$ cat src/rtl/fir4_pkg.sv
// Shared constants and the divide-by-four helper for the FIR output stage.
// ROUND_EN (in the top level) selects round-half-up versus truncation.
package fir4_pkg;

  localparam int W_DEF      = 16;
  localparam int WARMUP_DEF = 5;

  localparam logic [15:0] OVF_MAX = 16'hFFFF;

  // Works on a wide container so any W up to ~60 bits fits without loss;
  // callers cast the result down to W bits.
  function automatic logic [63:0] fir4_avg(input logic [63:0] s, input logic round);
    logic [63:0] t;
    t = s + (round ? 64'd2 : 64'd0);
    return t >> 2;
  endfunction

endpackage

$ cat src/rtl/fir4_out_fifo.sv
// Synchronous FIFO with a first-word-fall-through head register.
// The caller must never push while full unless it pops on the same edge.
module fir4_out_fifo
  import fir4_pkg::*;
#(
  parameter int W     = W_DEF,
  parameter int DEPTH = 8
) (
  input  logic                     clk,
  input  logic                     rst,
  input  logic                     i_push,
  input  logic                     i_pop,
  input  logic [W-1:0]             i_data,
  output logic [W-1:0]             o_data,
  output logic                     o_valid,
  output logic [$clog2(DEPTH):0]   o_level
);

  localparam int AW = $clog2(DEPTH);
  localparam int LW = AW + 1;

  logic [W-1:0]  r_mem [DEPTH];
  logic [AW-1:0] r_wr_ptr;
  logic [AW-1:0] r_rd_ptr;
  logic [LW-1:0] r_level;
  logic [W-1:0]  r_head;
  logic          r_valid;

  logic          w_pop;
  logic [AW-1:0] w_rd_nxt;
  logic [LW-1:0] w_level_nxt;

  // A pop on an empty FIFO is ignored.
  assign w_pop    = i_pop & r_valid;
  assign w_rd_nxt = r_rd_ptr + AW'(1);

  always_comb begin
    w_level_nxt = r_level;
    case ({i_push, w_pop})
      2'b10:   w_level_nxt = r_level + LW'(1);
      2'b01:   w_level_nxt = r_level - LW'(1);
      default: w_level_nxt = r_level;
    endcase
  end

  always_ff @(posedge clk) begin
    if (i_push) r_mem[r_wr_ptr] <= i_data;
  end

  // The head register mirrors mem[rd_ptr]; when the entry behind the head is
  // the one being written this edge, take it straight from i_data.
  always_ff @(posedge clk or posedge rst) begin
    if (rst) begin
      r_wr_ptr <= '0;
      r_rd_ptr <= '0;
      r_level  <= '0;
      r_head   <= '0;
      r_valid  <= 1'b0;
    end else begin
      if (i_push) r_wr_ptr <= r_wr_ptr + AW'(1);
      if (w_pop)  r_rd_ptr <= w_rd_nxt;
      r_level <= w_level_nxt;
      r_valid <= (w_level_nxt != '0);
      if (i_push && ((r_level == LW'(0)) || (w_pop && (r_level == LW'(1)))))
        r_head <= i_data;
      else if (w_pop && (r_level > LW'(1)))
        r_head <= r_mem[w_rd_nxt];
    end
  end

  assign o_data  = r_head;
  assign o_valid = r_valid;
  assign o_level = r_level;

endmodule

$ cat src/rtl/fir4_out_stage.sv
// Output stage after the 4-tap FIR adder: warm-up discard, divide-by-four,
// FIFO buffering and drop counting. Define ROUND_EN for round-half-up.
module fir4_out_stage
  import fir4_pkg::*;
#(
  parameter int W      = W_DEF,
  parameter int DEPTH  = 8,
  parameter int WARMUP = WARMUP_DEF
) (
  input  logic                     clk,
  input  logic                     reset,
  input  logic [W+1:0]             s_in,
  output logic [W-1:0]             out_data,
  output logic                     out_valid,
  input  logic                     out_ready,
  output logic [$clog2(DEPTH):0]   level,
  output logic [15:0]              ovf_cnt,
  input  logic                     ovf_clr
);

  localparam int LW  = $clog2(DEPTH) + 1;
  localparam int WCW = $clog2(WARMUP + 1);

`ifdef ROUND_EN
  localparam logic ROUND = 1'b1;
`else
  localparam logic ROUND = 1'b0;
`endif

  logic [WCW-1:0] r_warm_cnt;
  logic [15:0]    r_ovf_cnt;

  logic           w_warm;
  logic [W-1:0]   w_avg;
  logic           w_pop;
  logic           w_full;
  logic           w_push;
  logic           w_drop;

  assign w_warm = (r_warm_cnt == WCW'(WARMUP));
  assign w_avg  = W'(fir4_avg(64'(s_in), ROUND));

  // Valid/ready: a word transfers on every edge where out_valid and
  // out_ready are both high; out_data is stable while out_valid waits.
  assign w_pop  = out_valid & out_ready;
  assign w_full = (level == LW'(DEPTH));
  assign w_push = w_warm & (~w_full | w_pop);
  assign w_drop = w_warm & w_full & ~w_pop;

  always_ff @(posedge clk or posedge reset) begin
    if (reset) begin
      r_warm_cnt <= '0;
    end else if (!w_warm) begin
      r_warm_cnt <= r_warm_cnt + WCW'(1);
    end
  end

  // A clear wins over a drop on the same edge, and that drop is not counted.
  always_ff @(posedge clk or posedge reset) begin
    if (reset) begin
      r_ovf_cnt <= '0;
    end else if (ovf_clr) begin
      r_ovf_cnt <= '0;
    end else if (w_drop && (r_ovf_cnt != OVF_MAX)) begin
      r_ovf_cnt <= r_ovf_cnt + 16'd1;
    end
  end

  fir4_out_fifo #(
    .W     (W),
    .DEPTH (DEPTH)
  ) u_fifo (
    .clk     (clk),
    .rst     (reset),
    .i_push  (w_push),
    .i_pop   (w_pop),
    .i_data  (w_avg),
    .o_data  (out_data),
    .o_valid (out_valid),
    .o_level (level)
  );

  assign ovf_cnt = r_ovf_cnt;

endmodule

$ cat config.mk
export PLATFORM = sky130hd
export DESIGN_NAME = fir4_out_stage
export DESIGN_NICKNAME = d
export VERILOG_FILES = /design/src/rtl/fir4_pkg.sv /design/src/rtl/fir4_out_fifo.sv /design/src/rtl/fir4_out_stage.sv
export SDC_FILE = /design/constraint.sdc
export NUM_CORES = 1
export LEC_CHECK = 0
export ABC_AREA = 1
export CORE_MARGIN = 2
export CORE_UTILIZATION = 45
export CTS_BUF_LIST = sky130_fd_sc_hd__clkbuf_4
export CTS_CLUSTER_DIAMETER = 30
export DETAILED_ROUTE_END_ITERATION = 10
export PLACE_DENSITY = 0.68
export SYNTH_ARGS = -nofsm -noshare
export SYNTH_HDL_FRONTEND = slang
export SYNTH_SLANG_ARGS = --single-unit
$ cat constraint.sdc
create_clock -name clk -period 3 [get_ports clk]
set_input_delay 0.6 -clock clk [delete_from_list [all_inputs] [get_ports clk]]
set_output_delay 0.6 -clock clk [all_outputs]
set_load 0.03 [all_outputs]
==> Yosys cells after proc, flatten, opt, wreduce, memory -nomap -nowiden <==
Memory sizes are Yosys's and may differ from the RTL's.
Cells that the tools add are included.
{ "totals": {"reg_bits": 46, "ram_bits": 128, "in_bits": 22, "out_inout_bits": 37, "n_memories": 1} }
{ "op_classes": {"add_sub_neg": 6, "magnitude_cmp": 1, "n_eq_ne": 6, "n_mux": 7, "bitwise_logic": 8, "reduce_logical": 9} }
{ "memory_table": {"columns": ["memory", "depth", "word_bits", "read_ports", "rd_ports_with_merged_regs", "wr", "line", "source"], "rows": [
  ["u_fifo.r_mem", 8, 16, 1, 0, 1, "fir4_out_fifo.sv:22", "logic [W-1:0] r_mem [DEPTH];"]
]} }
{ "op_table": {"columns": ["op", "count"], "rows": [
  ["$mux 16", 4],
  ["$add 16x1->16 const B", 1],
  ["$ne 16x16->1 const B", 1],
  ["$add 3x1->3 const B", 3],
  ["$pmux 4 s2", 1],
  ["$and 1x1->1", 5],
  ["$add 4x1->4 const B", 1],
  ["$eq 4x1->1 const B", 1],
  ["$eq 4x4->1 const B", 1],
  ["$gt 4x1->1 const B", 1],
  ["$logic_and 1x1->1", 4],
  ["$logic_not 4->1", 1],
  ["$reduce_bool 2->1", 2],
  ["$reduce_bool 4->1", 1],
  ["$sub 4x1->4 const B", 1],
  ["$eq 3x3->1 const B", 1],
  ["$eq 2x1->1 const B", 1],
  ["$eq 2x2->1 const B", 1],
  ["$mux 1", 2],
  ["$not 1->1", 2],
  ["$logic_or 1x1->1", 1],
  ["$or 1x1->1", 1]
]} }

==> Depth between registers and ports, before layout <==
Gate-level depths: netlist of run 1.
{ "depth": {"ltp_word": 7, "mapped_depth": 14, "mapped_depth_nobuf": 13} }

==> By module <==
From an unflattened synthesis of run 1, not the netlist that was laid out.
{ "hier_totals": {"cells_unflattened": 871, "hier_area_um2": 8104.0} }
{ "by_module_without_submodules": {"columns": ["module", "n_inst", "cells_each", "area_per_inst_um2", "seq_area_each_um2"], "rows": [
  ["fir4_out_fifo", 1, 696, 6872.8, 4519.3],
  ["fir4_out_stage", 1, 175, 1231.2, 475.5]
]} }

==> Worst setup path before layout of run 1 <==
No wires, ideal clock.
{ "synth_timing": {"path_type": "register -> register", "startpoint": "reg u_fifo.r_level[0], in the netlist u_fifo.o_level[0]", "endpoint": "mem u_fifo.r_mem[5][0] (netlist name) (enable)", "arrival_ns": 2.224, "required_ns": 2.612, "setup_slack_ns": 0.387, "path_stages_with_launch": 9, "period_less_slack_ns": 2.613, "path_cell_list": "dfrtp_1 inv_1 ha_1 nand4_1 nand2_1 inv_1 buf_2 nand2_1 nor2_1"} }
{ "synth_via": {"elab_chain_cells": 6} }
{ "synth_rtl": {"columns": ["item", "line", "source"], "rows": [
  ["from (decl)", "fir4_out_fifo.sv:25", "logic [LW-1:0] r_level;"],
  ["from (signal assigned)", "fir4_out_fifo.sv:62", "r_level <= w_level_nxt;"],
  ["$eq 4x4->1", "fir4_out_stage.sv:46", "assign w_full = (level == LW'(DEPTH));"],
  ["$not 1->1", "fir4_out_stage.sv:47", "assign w_push = w_warm & (~w_full | w_pop);"],
  ["$or 1x1->1", "fir4_out_stage.sv:47", null],
  ["$and 1x1->1", "fir4_out_stage.sv:47", null],
  ["$mux 1", "fir4_out_fifo.sv:47", "if (i_push) r_mem[r_wr_ptr] <= i_data;"],
  ["$mux 1 (implied by the code)", "fir4_out_fifo.sv:47", null],
  ["to (decl)", "fir4_out_fifo.sv:22", null]
]} }
Every way passes these cells.

==> Final worst setup path of run 1 <==
{ "layout_timing": {"startpoint": "reg r_ovf_cnt[2], in the netlist ovf_cnt[2]", "endpoint": "out ovf_cnt[2]"} }
{ "layout_rtl": {"columns": ["item", "line", "source"], "rows": [
  ["from (decl)", "fir4_out_stage.sv:31", "logic [15:0] r_ovf_cnt;"],
  ["from (signal assigned)", "fir4_out_stage.sv:65", "r_ovf_cnt <= r_ovf_cnt + 16'd1;"],
  ["to (decl)", "fir4_out_stage.sv:17", "output logic [15:0] ovf_cnt,"]
]} }
No word-level cell between the ends.

==> impl_metrics.toml, run 1 <==
[yosys]
netlist_instances = 738
synth_seq_cells = 174
syn_nets = 770
synth_area_leaders = "edfxtp_1, dfrtp_1, nand2_1, nand3_1, nor2_1"
synth.distinct_cells = 27
yosysTopAreaCell = "edfxtp_1"
ys_seq_area_share_pct = 65.4
synth-adder-area-share_pct = 1.64
yosys.area_share.simple_pct = 23.3
synth_top_family_by_area = "simple AND/OR/NAND/NOR gates"
yosys_warnings = 0
synth-compound-area-share_pct = 4.98
synth_mux_area_share_pct = 0
synth_area_per_cell_um2 = 10.3
syn_area_mm2 = 0.00763
synth-xor-area-share_pct = 1.36
synthDominantCellAreaShare_pct = 50.4

[drt]
post-route-drc-count = 0
vias = 5612
drtIter0Drc = 481
dr.pass1.iters = 5
drt_wl_total_um = 17600
post_drt_via_cell_ratio = 5.39
routedWlPerCell_um = 16.9
postRouteAntennaNets = 0

[floorplan]
num_io_pins = 59
dieArea_mm2 = 0.0180
row_count = 47
chipHeight_um = 134
core_area_mm2 = 0.0166
initial_core_util_pct = 46.0
fp.dieW_um = 134

[sta]
final.setup_skew_ps = 20.8
fmax_mhz = 418
hold_ws_ps = 393
grt_setup_unrepaired = "false"
worst_pin_slew_ps = 1190
finalHoldViolCount = 0
period_share_pct = 79.8
setup_tns_ps = 0
slew_viol_final = 0
fin_crit_ps = 2390
setup-violations-final = 0
max_slew_margin_pct = 20.6

[hold_path]
hold_path_class = "in2async"

[clock_network]
htreeDepth = 4
cts_setup_buffers = 0
cts_sinks = 174
cts_resized = 0
cts_buffers = 17
cts_hold_buf = 0
clkLatencyLatePin_ps = 570
clkTransAtPathRegs_ps = 140
cts_tree = "done"
cts.path.max_buffers = 2
cts_root_buf = "clkbuf_4"

[cells_and_area]
drive_above_1_share_pct = 8.65
multi_input_area_mm2 = 0.00239
layout_commonest_cell = "nand2_1"
n_fill_cell = 1478
syn_to_final_growth_pct = 15.2
utilization_pct = 53.0
nets = 840
stdcell_area_mm2 = 0.00879
most-common-layout-cells = "nand2_1, edfxtp_1, nand3_1, clkdlybuf4s50_1"
seq_area_mm2 = 0.00500

[global_route]
grt_use_total_pct = 20.4
grt_pass1_vias = 5371
grt_antenna_before_repair = 1
overflow = 0
grt_pass1_wl_um = 28100
grt_max_degree = 66

[critical_path]
critPathArrivalTime_ps = 1790
required_ps = 2400
critPathSlowestCell = "clkdlybuf4s50_1"
worst-path-buf-inv = 1
cp_top_family = "buffers and inverters"
slowest_delay_ps = 730
worstSetupPathType = "reg2out"
critPathCaptureType = "output pin"
crit_path_max_fanout = 8
cp-start-kind = "flop"
crit_path_cell_trace = "clkdlybuf4s50_1"

[flow_run]
drv_cap = 0

[power]
power.leakage_nw = 3.46
ir_worst_vdd_uv = 807
total_power_mw = 8.76
power_density_mw_per_mm2 = 997

[outcome]
status = "completed"

[placement]
dp_hpwl_um = 11100
dpl-instance-area_mm2 = 0.00853
place_congestion = 0.902
io_buffers = 56
[report_power, final]
part / leakage (nW) / switching (mW) / internal (mW) / total [mW]
combinational: 1.57 / 2.68 / 1.32 / 4.00
clock: 0.132 / 0.806 / 0.430 / 1.24
sequential: 1.76 / 0.236 / 3.29 / 3.53
[worst paths after layout]
path / slack [ps] / from / cells after the start / end
setup / recovery: 610 / ovf_cnt[2]$_DFFE_PP0P_ / 1 / ovf_cnt[2]
max in group asynchronous: 2020 / reset / 3 / ovf_cnt[3]$_DFFE_PP0P_
hold reg to reg: 520 / u_fifo.r_rd_ptr[1]$_DFFE_PP0P_ / 2 / u_fifo.r_rd_ptr[1]$_DFFE_PP0P_
hold / removal: 390 / reset / 2 / ovf_cnt[15]$_DFFE_PP0P_
min in group clk: 520 / u_fifo.r_rd_ptr[1]$_DFFE_PP0P_ / 2 / u_fifo.r_rd_ptr[1]$_DFFE_PP0P_
setup reg to reg: 650 / u_fifo.o_level[0]$_DFF_PP0_ / 12 / u_fifo.o_valid$_DFF_PP0_
[cells by family (layout without fill, tap and decap cells)]
| logic type | Yosys count | after routing |
|---|---|---|
| DFF | 174 | 174 |
| xor gates and xnor gates | 11 | 11 |
| other | 0 | 1 |
| buffers and inverters | 58 | 141 |
| and+or+nand+nor | 419 | 419 |
| AOI/OAI and AO/OA | 66 | 66 |
| adders and majority gates | 10 | 10 |
[metrics by stage]
step	instances	setup slack [ps]
after detailed placement	1009	332
after global routing	1042	427
after CTS	1041	566
after global placement	1009	345
final	1042	606
after floorplan	738	387
[registers in the layout, summed over array words and instances, names as in the netlist]
signal	flops
ovf_cnt	16
r_warm_cnt	3
u_fifo.o_data	16
u_fifo.o_level	4
u_fifo.o_valid	1
u_fifo.r_mem	128
u_fifo.r_rd_ptr	3
u_fifo.r_wr_ptr	3
[cell type report]
type                            count  share of cell area (%)
Inverter                           26                    1.11
Multi-Input combinational cell    506                    27.2
Tap cell                          220                    3.13
Sequential cell                   174                    56.8
Timing Repair Buffer               83                    8.82
Antenna cell                        1                  0.0285
Clock inverter                     13                    1.30
Clock buffer                       19                    1.62
[cell usage after synthesis, drive strengths merged]
master and n:
edfxtp 128, nand2 252, nand3b 1, ha 10, dfrtp 46, or2 2
buf 21, nand4 15, clkbuf 11, nor3 1, a21oi 18, xnor2 2
xor2 9, o211ai 17, nor2 50, inv 26, nand3 98, o21ai 28
o21bai 3
[routing by layer]
metal	wire length [µm]	global-route usage, %
met5	0	0
met4	452	8.25
met3	1060	3.74
met2	8350	32.3
met1	7750	28.0
Note: power is estimated with default switching activity, not from simulation.
==> run 2: changes to the inputs <==
clock period = 2.3 ns   (was 3 ns; I/O delays follow)
==> impl_metrics.toml, run 2 (synthesis gave the netlist of run 1 again) <==
[floorplan]
num_io_pins = 59
row_count = 47
chipHeight_um = 134
fp.dieW_um = 134
core_area_mm2 = 0.0166
initial_core_util_pct = 46.0
dieArea_mm2 = 0.0180

[drt]
vias = 5511
post_drt_via_cell_ratio = 5.29
drt_wl_total_um = 17200
postRouteAntennaNets = 0
routedWlPerCell_um = 16.5
post-route-drc-count = 0
drtIter0Drc = 492
dr.pass1.iters = 5

[clock_network]
htreeDepth = 4
clkTransAtPathRegs_ps = 140
cts.path.max_buffers = 2
cts_setup_buffers = 0
cts_sinks = 174
cts_tree = "done"
cts_root_buf = "clkbuf_4"
cts_buffers = 17
clkLatencyLatePin_ps = 570

[sta]
max_slew_margin_pct = 55.2
period_share_pct = 96.3
finalHoldViolCount = 0
final.setup_skew_ps = 21.7
fin_crit_ps = 2220
slew_viol_final = 0
grt_setup_unrepaired = "false"
fmax_mhz = 451
setup_ws_ps = 84.7
worst_pin_slew_ps = 672
setup-violations-final = 0

[global_route]
grt_max_degree = 65
overflow = 0
grt_pass1_wl_um = 27600
grt_use_total_pct = 19.9
grt_pass1_vias = 5299
grt_antenna_before_repair = 1

[cells_and_area]
drive_above_1_share_pct = 9.88
instances_no_fill = 1041
largest_register = "u_fifo.r_mem"
layout_commonest_cell = "nand2_1"
stdcell_area_mm2 = 0.00895
largest_reg_flops = 128
utilization_pct = 54.0
syn_to_final_growth_pct = 17.2
most-common-layout-cells = "nand2_1, edfxtp_1, nand3_1, clkdlybuf4s50_1, dfrtp_1"
nets = 839

[power]
power_density_mw_per_mm2 = 1300
total_power_mw = 11.6
ir_worst_vdd_uv = 672
power.leakage_nw = 3.57

[flow_run]
drv_cap = 0

[placement]
io_buffers = 56
dpl-instance-area_mm2 = 0.00868
post-place-ws_ps = -59.3
place_congestion = 0.892
dp.cells = 1008
dp_hpwl_um = 10300

[critical_path]
cp-start-kind = "flop"
required_ps = 1840
slowest_delay_ps = 670
worstSetupPathType = "reg2out"
critPathCaptureType = "output pin"
critPathSlowestCell = "clkdlybuf4s50_1"
crit_path_cell_trace = "buf_4 -> clkdlybuf4s50_1"
crit_path_max_fanout = 5
critPathArrivalTime_ps = 1760

[hold_path]
hold_path_class = "in2async"

[outcome]
status = "completed"
[run 2: cell types whose count changed in the layout (fill, tap and decap cells not counted), sizes merged]
| cell | delta |
|---|---|
| clkinv | +2 |
| inv | -1 |
| buf | -1 |
| clkdlybuf4s50 | -7 |
| dlygate4sd2 | +2 |
| dlymetal6s2s | +5 |
| clkbuf | -1 |
[run 2: layer usage]
metal / share of wire, % / track usage (%) / vias to the layer above / routed length, µm
met3: 5.2 / 4.65 / 18 / 889
li1: - / - / 2682 / -
met2: 50 / 33.1 / 169 / 8550
met4: 1.3 / 6.43 / 0 / 227
met1: 44 / 26.0 / 2642 / 7520
met5: 0 / 0 / - / 0
[run 2: report_power, final]
part	internal, mW	switching [mW]	total (mW)
Combinational	1.87	3.58	5.45
Clock	0.543	1.04	1.59
Sequential	4.29	0.282	4.57
Total	6.71	4.90	11.6
[run 2: area by class of cell]
type                       count  area [µm²]
antenna                        1        2.50
clock buffer                  18         135
clock inverter                14         116
fill                        1443        7640
inverter                      26        97.6
multi-input combinational    506        2430
sequential                   174        5000
tap                          220         275
timing repair buffer          82         891
[run 2: worst max-delay path, delay by kind of cell (launching register included)]
kind	cells	cell delay [ps]
buffers and inverters	2	800
flip-flops	1	390
[run 2: stage by stage]
step | setup TNS [ps] | hold WS, ps
6_report | 0 | 161
5_1_grt | 0 | 150
4_1_cts | 0 | 133
3_5_place_dp | -59.3 | 487
3_3_place_gp | -5.36 | 476
2_1_floorplan | -1990 | 457
[run 2: final timing paths]
| path | endpoint | slack, ps | cells after the start | start |
|---|---|---|---|---|
| worst max-delay path | level[0] | 80 | 2 | u_fifo.o_level[0]$_DFF_PP0_ |
| worst min-delay path | u_fifo.o_level[3]$_DFF_PP0_ | 160 | 2 | reset |
| worst max register to register | u_fifo.o_valid$_DFF_PP0_ | 240 | 12 | u_fifo.o_level[0]$_DFF_PP0_ |
| worst min register to register | u_fifo.r_rd_ptr[1]$_DFFE_PP0P_ | 510 | 2 | u_fifo.r_rd_ptr[1]$_DFFE_PP0P_ |
| max in group asynchronous | ovf_cnt[9]$_DFFE_PP0P_ | 1620 | 3 | reset |
| min in group clk | u_fifo.r_rd_ptr[1]$_DFFE_PP0P_ | 510 | 2 | u_fifo.r_rd_ptr[1]$_DFFE_PP0P_ |
[run 2: timing repair]
action / 4_1_cts / 5_1_grt
hold buffers: 0 / 0
setup endpoints to repair: 2 / 6
resized for setup: 2 / 9
==> run 3: changes to the inputs <==
CORE_ASPECT_RATIO = 0.5   (was not set)
==> impl_metrics.toml, run 3 (synthesis gave the netlist of run 1 again) <==
[outcome]
status = "completed"

[floorplan]
row_count = 33
chipHeight_um = 96.1
dieArea_mm2 = 0.0181
num_io_pins = 59
core_area_mm2 = 0.0165
initial_core_util_pct = 46.3
fp.dieW_um = 188

[hold_path]
hold_path_class = "in2async"

[global_route]
overflow = 0
grt_pass1_wl_um = 27900
grt_pass1_vias = 5211
grt_use_total_pct = 20.3
grt_antenna_before_repair = 0
grt_max_degree = 55

[critical_path]
cp-start-kind = "flop"
crit_path_cell_trace = "clkdlybuf4s50_1"
cp_top_family = "buffers and inverters"
crit_path_max_fanout = 5
required_ps = 1840
critPathSlowestCell = "clkdlybuf4s50_1"
slowest_delay_ps = 720
worst-path-buf-inv = 1
critPathCaptureType = "output pin"
critPathArrivalTime_ps = 1740
worstSetupPathType = "reg2out"

[power]
power_density_mw_per_mm2 = 1320
power.leakage_nw = 3.62
ir_worst_vdd_uv = 775

[drt]
post-route-drc-count = 0
routedWlPerCell_um = 16.4
postRouteAntennaNets = 0
vias = 5466
dr.pass1.iters = 5
drt_wl_total_um = 17200
post_drt_via_cell_ratio = 5.20
drtIter0Drc = 496

[sta]
fmax_mhz = 454
setup-violations-final = 0
finalHoldViolCount = 0
max_slew_margin_pct = 60.8
setup_ws_ps = 98.1
setup_tns_ps = 0
grt_setup_unrepaired = "false"
hold_ws_ps = 260
final.setup_skew_ps = 27.5
worst_pin_slew_ps = 588
period_share_pct = 95.7
fin_crit_ps = 2200
slew_viol_final = 0

[cells_and_area]
most-common-layout-cells = "nand2_1, edfxtp_1, nand3_1, clkdlybuf4s50_1, dfrtp_1"
instances_no_fill = 1051
n_fill_cell = 1406
syn_to_final_growth_pct = 18.5
largest_reg_flops = 128
nets = 842
largest_register = "u_fifo.r_mem"
layout_commonest_cell = "nand2_1"
drive_above_1_share_pct = 10.9
stdcell_area_mm2 = 0.00904

[clock_network]
cts_root_buf = "clkbuf_4"
clkTransAtPathRegs_ps = 170
htreeDepth = 4
clkLatencyLatePin_ps = 550
cts_buffers = 17
cts_setup_buffers = 0
cts.path.max_buffers = 2
cts_resized = 0
cts_sinks = 174
cts_hold_buf = 0
cts_tree = "done"

[placement]
dp_hpwl_um = 11100
place_congestion = 0.809
dp.cells = 1018
dpl-instance-area_mm2 = 0.00870
io_buffers = 56
post-place-ws_ps = -89.3

[flow_run]
drv_cap = 0
## run 3: cell type report
cell class | instances | area, µm² | area share [%]
clock buffers | 17 | 128 | 1.41
clock inverters | 15 | 198 | 2.19
diodes | 1 | 2.50 | 0.0277
well taps | 227 | 284 | 3.14
inverters | 26 | 97.6 | 1.08
repair buffers | 85 | 903 | 9.99
flip-flops and latches | 174 | 5000 | 55.3
multi-input cells | 506 | 2430 | 26.9
## run 3: where the power goes
group,switching [mW],internal (mW)
combinational,3.53,1.90
sequential,0.323,4.29
clock,1.17,0.710
total,5.03,6.90
## run 3: path summary, 6_finish.rpt
path | slack (ps) | from | cells past startpoint | to
max in group asynchronous | 1800 | reset | 3 | u_fifo.r_rd_ptr[0]$_DFFE_PP0P_
setup reg to reg | 160 | u_fifo.o_level[0]$_DFF_PP0_ | 9 | u_fifo.r_mem[1][9]$_DFFE_PP_
hold / removal | 260 | reset | 3 | u_fifo.o_data[11]$_DFFE_PP0P_
setup / recovery | 100 | ovf_cnt[8]$_DFFE_PP0P_ | 1 | ovf_cnt[8]
min in group clk | 520 | u_fifo.r_rd_ptr[1]$_DFFE_PP0P_ | 2 | u_fifo.r_rd_ptr[1]$_DFFE_PP0P_
hold reg to reg | 520 | u_fifo.r_rd_ptr[1]$_DFFE_PP0P_ | 2 | u_fifo.r_rd_ptr[1]$_DFFE_PP0P_
## run 3: per-layer routing
layer  GRT usage [%]  part of all wire, %  vias up
met3            3.68                  7.2       15
met2            33.2                   46      190
li1                -                    -     2684
met1            28.4                   46     2577
met5               0                    0        -
met4            4.92                 0.86        0
## run 3: metrics by stage
stage               power [mW]  util, %
floorplan                 8.09        -
CTS                       12.0     54.8
detailed placement        10.1     52.8
global placement          10.0     52.8
finish                    11.9     54.9
global route              12.8     54.9
